### config.mk
export PLATFORM = sky130hd
export DESIGN_NAME = ycc_stream_scheduler_flat
export DESIGN_NICKNAME = d
export VERILOG_FILES = /design/src/rtl/ycc_stream_scheduler_if.sv /design/src/rtl/ycc_stream_scheduler.sv /design/src/flat_wrapper.sv
export SDC_FILE = /design/constraint.sdc
export NUM_CORES = 2
export LEC_CHECK = 0
export CORE_MARGIN = 8
export CORE_UTILIZATION = 30
export CTS_CLUSTER_SIZE = 30
export DETAILED_ROUTE_END_ITERATION = 8
export PLACE_DENSITY = 0.51
export SYNTH_ARGS = -nofsm -noshare
export SYNTH_HDL_FRONTEND = slang
export SYNTH_SLANG_ARGS = --single-unit
### constraint.sdc
create_clock -name clk -period 9.7 [get_ports clk]
set_input_delay 2.425 -clock clk [delete_from_list [all_inputs] [get_ports clk]]
set_output_delay 2.425 -clock clk [all_outputs]
set_load 0.1 [all_outputs]
### src/rtl/ycc_stream_scheduler_if.sv
// rtl/ycc_stream_scheduler_if.sv - Bundle of Y/Cb/Cr input strobes and the ordered output stream
//
// Purpose: groups every non-clock/reset signal of ycc_stream_scheduler.
// Signals:
//   y_/cb_/cr_bitstream[31:0], *_data_ready, *_orc[4:0], *_eob : per-component encoder words
//   out_bitstream[31:0], out_orc[4:0], out_eob, out_channel[1:0], out_valid : served head word
//   out_ready : downstream accept
//   mcu_count[15:0], ovf_flags[2:0] {cr,cb,y}, stall_err : status
// Modports:
//   master : the encoder/packer side (drives component words and out_ready)
//   slave  : the scheduler
interface ycc_stream_scheduler_if;
   logic [31:0] y_bitstream;
   logic        y_data_ready;
   logic [4:0]  y_orc;
   logic        y_eob;
   logic [31:0] cb_bitstream;
   logic        cb_data_ready;
   logic [4:0]  cb_orc;
   logic        cb_eob;
   logic [31:0] cr_bitstream;
   logic        cr_data_ready;
   logic [4:0]  cr_orc;
   logic        cr_eob;
   logic [31:0] out_bitstream;
   logic [4:0]  out_orc;
   logic        out_eob;
   logic [1:0]  out_channel;
   logic        out_valid;
   logic        out_ready;
   logic [15:0] mcu_count;
   logic [2:0]  ovf_flags;
   logic        stall_err;

   modport master (
      output y_bitstream, y_data_ready, y_orc, y_eob,
      output cb_bitstream, cb_data_ready, cb_orc, cb_eob,
      output cr_bitstream, cr_data_ready, cr_orc, cr_eob,
      output out_ready,
      input  out_bitstream, out_orc, out_eob, out_channel, out_valid,
      input  mcu_count, ovf_flags, stall_err
   );

   modport slave (
      input  y_bitstream, y_data_ready, y_orc, y_eob,
      input  cb_bitstream, cb_data_ready, cb_orc, cb_eob,
      input  cr_bitstream, cr_data_ready, cr_orc, cr_eob,
      input  out_ready,
      output out_bitstream, out_orc, out_eob, out_channel, out_valid,
      output mcu_count, ovf_flags, stall_err
   );
endinterface

### src/rtl/ycc_stream_scheduler.sv
// rtl/ycc_stream_scheduler.sv - Round-robin Y/Cb/Cr block scheduler onto one 32-bit word stream
//
// Purpose: buffers each component's encoded words in its own show-ahead FIFO and
// drains one complete block per component in the order Y -> Cb -> Cr.
// Ports:
//   clk : rising-edge clock
//   rst : asynchronous reset, active low
//   bus : ycc_stream_scheduler_if.slave (component inputs, output stream, status)
// Parameters:
//   FIFO_DEPTH : entries per component FIFO (power of 2, >= 2)
//   WD_CYCLES  : stall threshold for the watchdog
// Optional feature: define SCHED_WATCHDOG_EN to build the stall watchdog;
// otherwise stall_err is tied low.
module ycc_stream_scheduler #(
   parameter int FIFO_DEPTH = 16,
   parameter int WD_CYCLES  = 1024
) (
   input logic                 clk,
   input logic                 rst,
   ycc_stream_scheduler_if.slave bus
);
   localparam int AW = $clog2(FIFO_DEPTH);
   localparam int EW = 38;
   localparam logic [AW:0] PTR_ONE = (AW+1)'(1);

   typedef enum logic [1:0] {
      SERVE_Y  = 2'd0,
      SERVE_CB = 2'd1,
      SERVE_CR = 2'd2
   } state_t;

   state_t      state;
   logic [15:0] mcu_q;

   // Per-channel push side; entry format {eob, orc, data}.
   logic [EW-1:0] push_entry [3];
   logic [2:0]    push_req;
   logic [EW-1:0] head       [3];
   logic [2:0]    empty_vec;
   logic [2:0]    ovf_vec;
   logic [2:0]    pop;

   always_comb begin
      push_entry[0] = {bus.y_eob,  bus.y_orc,  bus.y_bitstream};
      push_entry[1] = {bus.cb_eob, bus.cb_orc, bus.cb_bitstream};
      push_entry[2] = {bus.cr_eob, bus.cr_orc, bus.cr_bitstream};
      push_req      = {bus.cr_data_ready, bus.cb_data_ready, bus.y_data_ready};
   end

   genvar g;
   generate
      for (g = 0; g < 3; g++) begin : g_fifo
         logic [EW-1:0] mem [FIFO_DEPTH];
         logic [AW:0]   wr_ptr;
         logic [AW:0]   rd_ptr;
         logic          empty;
         logic          full;
         logic          accept;
         logic          ovf_q;

         assign empty  = (wr_ptr == rd_ptr);
         assign full   = (wr_ptr[AW] != rd_ptr[AW]) && (wr_ptr[AW-1:0] == rd_ptr[AW-1:0]);
         // A pop in the same cycle frees the slot, so a push into a full FIFO is still taken.
         assign accept = push_req[g] && (!full || pop[g]);

         assign head[g]      = mem[rd_ptr[AW-1:0]];
         assign empty_vec[g] = empty;
         assign ovf_vec[g]   = ovf_q;

         always_ff @(posedge clk) begin
            if (accept) begin
               mem[wr_ptr[AW-1:0]] <= push_entry[g];
            end
         end

         always_ff @(posedge clk or negedge rst) begin
            if (!rst) begin
               wr_ptr <= '0;
               rd_ptr <= '0;
               ovf_q  <= 1'b0;
            end else begin
               if (accept) begin
                  wr_ptr <= wr_ptr + PTR_ONE;
               end
               if (pop[g]) begin
                  rd_ptr <= rd_ptr + PTR_ONE;
               end
               if (push_req[g] && full && !pop[g]) begin
                  ovf_q <= 1'b1;
               end
            end
         end
      end
   endgenerate

   // Served-channel selection.
   logic          sel_empty;
   logic [EW-1:0] sel_head;
   logic [2:0]    served_oh;

   always_comb begin
      sel_empty = 1'b1;
      sel_head  = '0;
      served_oh = 3'b000;
      case (state)
         SERVE_Y: begin
            sel_empty = empty_vec[0];
            sel_head  = head[0];
            served_oh = 3'b001;
         end
         SERVE_CB: begin
            sel_empty = empty_vec[1];
            sel_head  = head[1];
            served_oh = 3'b010;
         end
         SERVE_CR: begin
            sel_empty = empty_vec[2];
            sel_head  = head[2];
            served_oh = 3'b100;
         end
         default: begin
            sel_empty = 1'b1;
            sel_head  = '0;
            served_oh = 3'b000;
         end
      endcase
   end

   logic out_valid_c;
   logic transfer;
   logic eob_transfer;

   assign out_valid_c  = !sel_empty;
   assign transfer     = out_valid_c && bus.out_ready;
   assign eob_transfer = transfer && sel_head[37];
   assign pop          = transfer ? served_oh : 3'b000;

   // Data fields are masked so an empty served FIFO shows all zeros, not stale memory.
   assign bus.out_valid     = out_valid_c;
   assign bus.out_bitstream = out_valid_c ? sel_head[31:0]  : 32'd0;
   assign bus.out_orc       = out_valid_c ? sel_head[36:32] : 5'd0;
   assign bus.out_eob       = out_valid_c ? sel_head[37]    : 1'b0;
   assign bus.out_channel   = state;
   assign bus.mcu_count     = mcu_q;
   assign bus.ovf_flags     = ovf_vec;

   // Round-robin block sequencer: moves on only once a block's last word has left.
   always_ff @(posedge clk or negedge rst) begin
      if (!rst) begin
         state <= SERVE_Y;
         mcu_q <= 16'd0;
      end else if (eob_transfer) begin
         case (state)
            SERVE_Y:  state <= SERVE_CB;
            SERVE_CB: state <= SERVE_CR;
            SERVE_CR: begin
               state <= SERVE_Y;
               mcu_q <= mcu_q + 16'd1;
            end
            default:  state <= SERVE_Y;
         endcase
      end
   end

`ifdef SCHED_WATCHDOG_EN
   localparam logic [15:0] WD_LIM = 16'(WD_CYCLES);

   logic [15:0] stall_cnt;
   logic        stall_q;
   logic        others_busy;

   // Stalled means the served FIFO is dry while some other component has data waiting.
   assign others_busy   = |(~empty_vec & ~served_oh);
   assign bus.stall_err = stall_q;

   always_ff @(posedge clk or negedge rst) begin
      if (!rst) begin
         stall_cnt <= 16'd0;
         stall_q   <= 1'b0;
      end else if (transfer) begin
         // Every state change is itself a transfer, so this covers both clear conditions.
         stall_cnt <= 16'd0;
      end else if (sel_empty && others_busy && (stall_cnt != WD_LIM)) begin
         stall_cnt <= stall_cnt + 16'd1;
         if (stall_cnt + 16'd1 == WD_LIM) begin
            stall_q <= 1'b1;
         end
      end
   end
`else
   assign bus.stall_err = 1'b0;
`endif

endmodule

### src/flat_wrapper.sv
// flat-port wrapper written by rule: the top's interface ports become plain ports
module ycc_stream_scheduler_flat 
#(
   parameter int FIFO_DEPTH = 16,
   parameter int WD_CYCLES  = 1024
)
  (clk, rst, bus_y_bitstream, bus_y_data_ready, bus_y_orc, bus_y_eob, bus_cb_bitstream, bus_cb_data_ready, bus_cb_orc, bus_cb_eob, bus_cr_bitstream, bus_cr_data_ready, bus_cr_orc, bus_cr_eob, bus_out_ready, bus_out_bitstream, bus_out_orc, bus_out_eob, bus_out_channel, bus_out_valid, bus_mcu_count, bus_ovf_flags, bus_stall_err);
  ycc_stream_scheduler_if bus_i ();
  input logic clk;
  input logic rst;
  input wire logic [$bits(bus_i.y_bitstream)-1:0] bus_y_bitstream;
  input wire logic [$bits(bus_i.y_data_ready)-1:0] bus_y_data_ready;
  input wire logic [$bits(bus_i.y_orc)-1:0] bus_y_orc;
  input wire logic [$bits(bus_i.y_eob)-1:0] bus_y_eob;
  input wire logic [$bits(bus_i.cb_bitstream)-1:0] bus_cb_bitstream;
  input wire logic [$bits(bus_i.cb_data_ready)-1:0] bus_cb_data_ready;
  input wire logic [$bits(bus_i.cb_orc)-1:0] bus_cb_orc;
  input wire logic [$bits(bus_i.cb_eob)-1:0] bus_cb_eob;
  input wire logic [$bits(bus_i.cr_bitstream)-1:0] bus_cr_bitstream;
  input wire logic [$bits(bus_i.cr_data_ready)-1:0] bus_cr_data_ready;
  input wire logic [$bits(bus_i.cr_orc)-1:0] bus_cr_orc;
  input wire logic [$bits(bus_i.cr_eob)-1:0] bus_cr_eob;
  input wire logic [$bits(bus_i.out_ready)-1:0] bus_out_ready;
  output wire logic [$bits(bus_i.out_bitstream)-1:0] bus_out_bitstream;
  output wire logic [$bits(bus_i.out_orc)-1:0] bus_out_orc;
  output wire logic [$bits(bus_i.out_eob)-1:0] bus_out_eob;
  output wire logic [$bits(bus_i.out_channel)-1:0] bus_out_channel;
  output wire logic [$bits(bus_i.out_valid)-1:0] bus_out_valid;
  output wire logic [$bits(bus_i.mcu_count)-1:0] bus_mcu_count;
  output wire logic [$bits(bus_i.ovf_flags)-1:0] bus_ovf_flags;
  output wire logic [$bits(bus_i.stall_err)-1:0] bus_stall_err;
  assign bus_i.y_bitstream = bus_y_bitstream;
  assign bus_i.y_data_ready = bus_y_data_ready;
  assign bus_i.y_orc = bus_y_orc;
  assign bus_i.y_eob = bus_y_eob;
  assign bus_i.cb_bitstream = bus_cb_bitstream;
  assign bus_i.cb_data_ready = bus_cb_data_ready;
  assign bus_i.cb_orc = bus_cb_orc;
  assign bus_i.cb_eob = bus_cb_eob;
  assign bus_i.cr_bitstream = bus_cr_bitstream;
  assign bus_i.cr_data_ready = bus_cr_data_ready;
  assign bus_i.cr_orc = bus_cr_orc;
  assign bus_i.cr_eob = bus_cr_eob;
  assign bus_i.out_ready = bus_out_ready;
  assign bus_out_bitstream = bus_i.out_bitstream;
  assign bus_out_orc = bus_i.out_orc;
  assign bus_out_eob = bus_i.out_eob;
  assign bus_out_channel = bus_i.out_channel;
  assign bus_out_valid = bus_i.out_valid;
  assign bus_mcu_count = bus_i.mcu_count;
  assign bus_ovf_flags = bus_i.ovf_flags;
  assign bus_stall_err = bus_i.stall_err;
  ycc_stream_scheduler #(.FIFO_DEPTH(FIFO_DEPTH), .WD_CYCLES(WD_CYCLES)) u_core (.clk(clk), .rst(rst), .bus(bus_i));
endmodule
; ---- Word level (Yosys, flattened, before mapping)
; Memories as Yosys holds them, arrays and structs flattened.
; Cells that the tools add are included.
; Widths: inputs -> output; s select.
[totals]
reg_bits = 51
ram_bits = 1824
output_inout_bits = 61
memories = 3
[op_classes]
add_sub_neg = 7
eq_ne = 11
mux = 14
reduce_logical = 26
[memory_table]
columns = memory, words, width, read_ports, rd_clocked_by_memory_dff, write_ports, line
row1 = u_core.g_fifo[0].mem, 16, 38, 1, 0, 1, ycc_stream_scheduler.sv:53  ; logic [EW-1:0] mem [FIFO_DEPTH];
row2 = u_core.g_fifo[1].mem, 16, 38, 1, 0, 1, ycc_stream_scheduler.sv:53
row3 = u_core.g_fifo[2].mem, 16, 38, 1, 0, 1, ycc_stream_scheduler.sv:53
[ops]
columns = operator, count
row1 = $pmux 38 s3, 1
row2 = $mux 32, 1
row3 = $add 5x1->5 const B, 6
row4 = $add 16x1->16 const B, 1
row5 = $eq 5x5->1, 3
row6 = $logic_and 1x1->1, 14
row7 = $eq 4x4->1, 3
row8 = $pmux 3 s3, 1
row9 = $logic_not 1->1, 7
row10 = $mux 1, 7
row11 = $mux 5, 1
row12 = $pmux 2 s2, 1
row13 = $logic_or 1x1->1, 3
row14 = $mux 3, 1
row15 = $ne 1x1->1, 3
row16 = $pmux 1 s3, 1
row17 = $eq 2x1->1 const B, 1
row18 = $eq 2x2->1 const B, 1
row19 = $logic_not 2->1, 1
row20 = $reduce_and 2->1, 1

; ---- Longest topological paths before layout
[logic_depth]
depth_word = 9
mapped_depth = 10

; ---- Least setup slack after synthesis
; OpenSTA, ideal clock, no wires.
[synth_timing]
path_kind = input-to-reg
from = input bus_out_ready
to = memory u_core.g_fifo[0].mem[3][0] (enable)
setup_time_ps = 480
arrival_ps = 5607
required_time_ps = 9220
path_slack_ps = 3613
stages = 6
n_path_buf = 1
cell_sequence = inv_1 nor3_1 o31a_1 buf_2 nand2_1 nor3_1
[synth_via]
elab_chain_len = 6
[synth_rtl]
columns = element, line
row1 = from (decl), flat_wrapper.sv:23  ; input wire logic [$bits(bus_i.out_ready)-1:0] bus_out_ready;
row2 = $logic_and 1x1->1, ycc_stream_scheduler.sv:134  ; assign transfer = out_valid_c && bus.out_ready;
row3 = $mux 3, ycc_stream_scheduler.sv:136  ; assign pop = transfer ? served_oh : 3'b000;
row4 = $logic_or 1x1->1, ycc_stream_scheduler.sv:64  ; assign accept = push_req[g] && (!full || pop[g]);
row5 = $logic_and 1x1->1, ycc_stream_scheduler.sv:64
row6 = $mux 1, ycc_stream_scheduler.sv:71  ; if (accept) begin
row7 = $mux 1 (implied by the code), ycc_stream_scheduler.sv:72  ; mem[wr_ptr[AW-1:0]] <= push_entry[g];
row8 = to (decl), ycc_stream_scheduler.sv:53
; Every way passes these cells.

; ---- Final worst setup path
[layout_timing]
from = register u_core.g_fifo[1].rd_ptr[0]
to = output bus_out_bitstream[22]
[layout_via]
elab_chain_len = 3
[layout_rtl]
columns = element, line
row1 = from (decl), ycc_stream_scheduler.sv:55  ; logic [AW:0] rd_ptr;
row2 = from (signal assigned), ycc_stream_scheduler.sv:86  ; rd_ptr <= rd_ptr + PTR_ONE;
row3 = $mem_v2 16x38 or $eq 5x5->1 (tied branches), -
row4 = $pmux 38 s3 or $pmux 1 s3 (tied branches), ycc_stream_scheduler.sv:105  ; case (state)
row5 = $mux 32 *, ycc_stream_scheduler.sv:140  ; assign bus.out_bitstream = out_valid_c ? sel_head[31:0] : 32'd0;
row6 = to (decl), flat_wrapper.sv:24  ; output wire logic [$bits(bus_i.out_bitstream)-1:0] bus_out_bitstream;
; Every way passes the cells marked *; elsewhere a longest branch is shown, timed or not.

==> out/results.md <==
| Metric | This run | Unit |
|:---|:---|:---|
| CTS root buffer | sky130_fd_sc_hd__clkbuf_16 | - |
| Max stage delay on crit path | 1.05 | ns |
| Mean area per synthesized cell | 23.7 | um^2 |
| Required time at the worst-slack endpoint | 7.28 | ns |
| Sequential share of the synthesized area | 0.774 | - |
| Count of buffers added by post-CTS timing repair for setup | 0 | - |
| Fraction of layout instances using a drive strength above 1 | 0.280 | - |
| Slowest cell on the critical path | sky130_fd_sc_hd__clkdlybuf4s50_1 | - |
| Type of the setup path with the least slack | reg -> out | - |
| Clock sink count | 1,875 | - |
| Number of synthesized register bits | 1,875 | - |
| Synth Net Count | 3,191 | - |
| Total Neg Setup Slack | 0 | ns |
| Clock Path Buffers | 3 | - |
| Cell type with the highest aggregate area in the netlist | sky130_fd_sc_hd__edfxtp_1 | - |
| Maximum number of pins on one net before global-route repair | 138 | - |
| Fin. max-slew vios | 0 | - |
| Ordered list of cells on the worst path | buf_4, buf_4, mux4_2, mux4_2, a22oi_1, a21oi_1, clkdlybuf4s50_1 | - |
| CP Capture Type | output pin | - |
| Final Routed Wirelength | 196,000 | um |
| Count of yosys warnings during synthesis | 0 | - |
| Area of the die | 0.257 | mm^2 |
| Peak clock frequency supported by timing | 127 | MHz |
| Share of synthesized registers carrying an async set or reset | 0.0272 | - |
| Data arrival at the endpoint of the critical path | 5.44 | ns |
| Area contributors post-synth | sky130_fd_sc_hd__edfxtp_1, sky130_fd_sc_hd__mux4_2, sky130_fd_sc_hd__dfrtp_1, sky130_fd_sc_hd__mux2i_1, sky130_fd_sc_hd__mux2_2 | - |
| # resized after CTS | 0 | - |
| Shortest period the worst path allows | 7.86 | ns |
| Number of antenna violations at the first check in global routing | 58 | - |
| Effective utilization at floorplan | 0.301 | - |
| Mean number of vias per cell | 4.92 | - |
| Clk pin slew, worst setup/hold paths | 0.06 | ns |
| TritonCTS clock tree | yes | - |
| Hold buffer count at cts | 0 | - |
| Post-DP HPWL | 112,000 | um |
| Outcome | finished clean | - |
| Final setup violating endpoints | 0 | - |
| Number of buffers inserted by port buffering | 179 | - |
| Global-route congestion overflow total | 0 | - |
| Average wire per cell in the routed design | 29.3 | um |
| Total DRC errors in the routed layout | 0 | - |
| Post-layout instance area | 0.0841 | mm^2 |
| Max Cap Viol | 0 | - |
| Most common cell after layout, fill and taps aside | sky130_fd_sc_hd__edfxtp_1 | - |
| Clock network latency to the later pin of the worst-skew pair | 0.82 | ns |
| Number of top-level design ports | 181 | - |
| Remaining number of nets flagged by the antenna check after routing | 0 | - |
| Net total in the final layout | 3,475 | - |
| Post-Syn Area | 0.0724 | mm^2 |
| Worst Hold Class | reg -> reg | - |
| Total iterations of the first detailed-routing run | 5 | - |
| Slew of the pin with the lowest slew margin | 1.25 | ns |
| RSZ-0062 raised after global routing | no | - |
| Post-synthesis to final-layout area growth | 16.2 | % |
| Power per Cell Area | 314 | mW/mm^2 |
| Post-place instance area | 0.0782 | mm^2 |
| Detailed Route Iter0 Violations | 2,785 | - |
| Number of enable-type register cells in the synthesized netlist | 1,824 | - |
| Die Y | 507 | um |
| First-pass GRT wire length | 274,000 | um |
| Most used flip-flop cell after synthesis | sky130_fd_sc_hd__edfxtp_1 | - |
| Sequential cell area | 0.0561 | mm^2 |
| Leakage power | 25.7 | nW |
| Global-route usage over all layers | 0.149 | - |
| Worst IR drop on VDD | 0.394 | mV |
| Die width | 507 | um |
| Number of H-tree levels | 4 | - |
| Core Footprint | 0.240 | mm^2 |
| Worst Setup Start Kind | flip-flop | - |
| Gp weighted congestion | 0.757 | - |
| Number of global-route vias before repair | 34,100 | - |
| Fin. Hold Viols | 0 | - |
| Distinct cell type count after synthesis | 52 | - |
| Part of the cycle the worst path needs | 0.810 | - |
| Yosys top cell area share | 0.757 | - |
| Worst setup skew after layout | 0.0376 | ns |
| Area of the multi-input gates | 0.0157 | mm^2 |
| Via count of the routed design | 32,900 | - |
| Worst-path maximum fanout | 45 | - |
| Number of standard-cell rows in the floorplan | 180 | - |
| Worst relative slew slack | 0.168 | - |
| Filler Cell Count | 22,000 | - |
| Most used cells in the layout excluding fill and tap cells | sky130_fd_sc_hd__edfxtp_1, sky130_fd_sc_hd__mux4_2, sky130_fd_sc_hd__clkbuf_16 | - |
| TritonCTS Buffers | 192 | - |
| Post-Synthesis Cells | 3,055 | - |
==> path summary, 6_finish.rpt <==
kind / startpoint / endpoint / slack [ns] / depth (start not counted)
worst min register to register: u_core.bus.mcu_count[15]$_DFFE_PN0P_ / u_core.bus.mcu_count[15]$_DFFE_PN0P_ / 0.48 / 1
min in group asynchronous: rst / u_core.g_fifo[0].wr_ptr[1]$_DFFE_PN0P_ / 1.79 / 2
worst max register to register: u_core.bus.out_channel[0]$_DFFE_PN0P_ / u_core.g_fifo[1].mem[6][12]$_DFFE_PP_ / 5.82 / 6
worst min-delay path: u_core.bus.mcu_count[15]$_DFFE_PN0P_ / u_core.bus.mcu_count[15]$_DFFE_PN0P_ / 0.48 / 1
worst max-delay path: u_core.g_fifo[1].rd_ptr[0]$_DFFE_PN0N_ / bus_out_bitstream[22] / 1.84 / 7
max in group asynchronous: rst / u_core.g_fifo[1].rd_ptr[1]$_DFFE_PN0N_ / 7.28 / 2
==> synth_stat cells, types with 2 or more instances <==
library cell,count
sky130_fd_sc_hd__xor2_1,12
sky130_fd_sc_hd__inv_1,10
sky130_fd_sc_hd__o211ai_1,32
sky130_fd_sc_hd__nand3_1,6
sky130_fd_sc_hd__nand2_1,64
sky130_fd_sc_hd__and4_1,2
sky130_fd_sc_hd__mux2_1,3
sky130_fd_sc_hd__a211oi_1,2
sky130_fd_sc_hd__a22oi_1,39
sky130_fd_sc_hd__o2111ai_1,7
sky130_fd_sc_hd__mux2_2,35
sky130_fd_sc_hd__o21ai_1,2
sky130_fd_sc_hd__nor2_1,36
sky130_fd_sc_hd__o211ai_2,7
sky130_fd_sc_hd__nand4_1,9
sky130_fd_sc_hd__ha_1,16
sky130_fd_sc_hd__buf_2,72
sky130_fd_sc_hd__o21ai_0,3
sky130_fd_sc_hd__clkbuf_1,62
sky130_fd_sc_hd__a21oi_1,38
sky130_fd_sc_hd__and3_1,7
sky130_fd_sc_hd__buf_1,11
sky130_fd_sc_hd__mux2i_1,40
sky130_fd_sc_hd__dfrtp_1,51
sky130_fd_sc_hd__edfxtp_1,1824
sky130_fd_sc_hd__buf_6,21
sky130_fd_sc_hd__and2_1,19
sky130_fd_sc_hd__nand2b_1,6
sky130_fd_sc_hd__nor2b_1,7
sky130_fd_sc_hd__o31a_1,2
sky130_fd_sc_hd__o21bai_1,3
sky130_fd_sc_hd__buf_4,6
sky130_fd_sc_hd__mux4_2,530
sky130_fd_sc_hd__nor3_1,10
sky130_fd_sc_hd__xnor2_1,44
==> per-layer routing <==
| metal | vias up | track usage | share of wire |
|---|---|---|---|
| li1 | 13600 | - | - |
| met1 | 18100 | 0.189 | 0.41 |
| met2 | 860 | 0.261 | 0.51 |
| met3 | 301 | 0.0248 | 0.045 |
| met4 | 22 | 0.0479 | 0.033 |
| met5 | - | 0 | 0.00067 |
==> stage by stage <==
stage,util,cells,worst slack [ns],hold slack (ns),power (mW)
global placement,0.326,6330,2.54,0.469,19.8
floorplan,-,3055,3.61,0.444,16.6
detailed placement,0.326,6330,2.54,0.477,19.8
global route,0.350,6684,1.52,0.500,27.4
CTS,0.350,6679,1.62,0.488,26.8
finish,0.350,6688,1.84,0.481,26.4
==> layout make-up <==
cell class,instances,area share
diodes,9,0.000268
repair buffers,262,0.0295
well taps,3185,0.0474
clock inverters,87,0.00870
flip-flops and latches,1875,0.667
inverters,10,0.000461
clock buffers,262,0.0609
multi-input cells,998,0.186
==> registers in the layout, summed over array words and instances (netlist names) <==
signal	flops
u_core.bus.mcu_count	16
u_core.g_fifo.wr_ptr	15
u_core.g_fifo.rd_ptr	15
u_core.g_fifo.mem	1824
u_core.bus.out_channel	2
u_core.g_fifo.ovf_q	3
==> worst max-delay path: cells and delay by family, from the launching register on <==
family	cells	cell delay, ns
AO/OA/AOI/OAI	2	0.49
flip-flops	1	0.76
multiplexers	2	1.06
buffers and inverters	3	2.25
==> cells by family (layout without fill, tap and decap cells) <==
kind of cell / count (synthesis) / after routing / share of synthesized area
DFF: 1875 / 1875 / 0.774
muxes: 610 / 610 / 0.177
buffers and inverters: 182 / 621 / 0.0132
and+or+nand+nor: 173 / 173 / 0.0118
AOI/OAI and AO/OA: 142 / 142 / 0.0142
xor gates and xnor gates: 56 / 56 / 0.00678
adders and majority gates: 16 / 16 / 0.00277
other: 1 / 10 / 0.0000518
==> where the power goes <==
group / switching [mW] / leakage, nW / internal (mW)
logic: 5.82 / 5.70 / 3.35
registers: 0.515 / 17.1 / 9.77
clock network: 3.08 / 2.84 / 3.87
total: 9.42 / 25.7 / 17.0
Power figures use the tool's default switching activity.
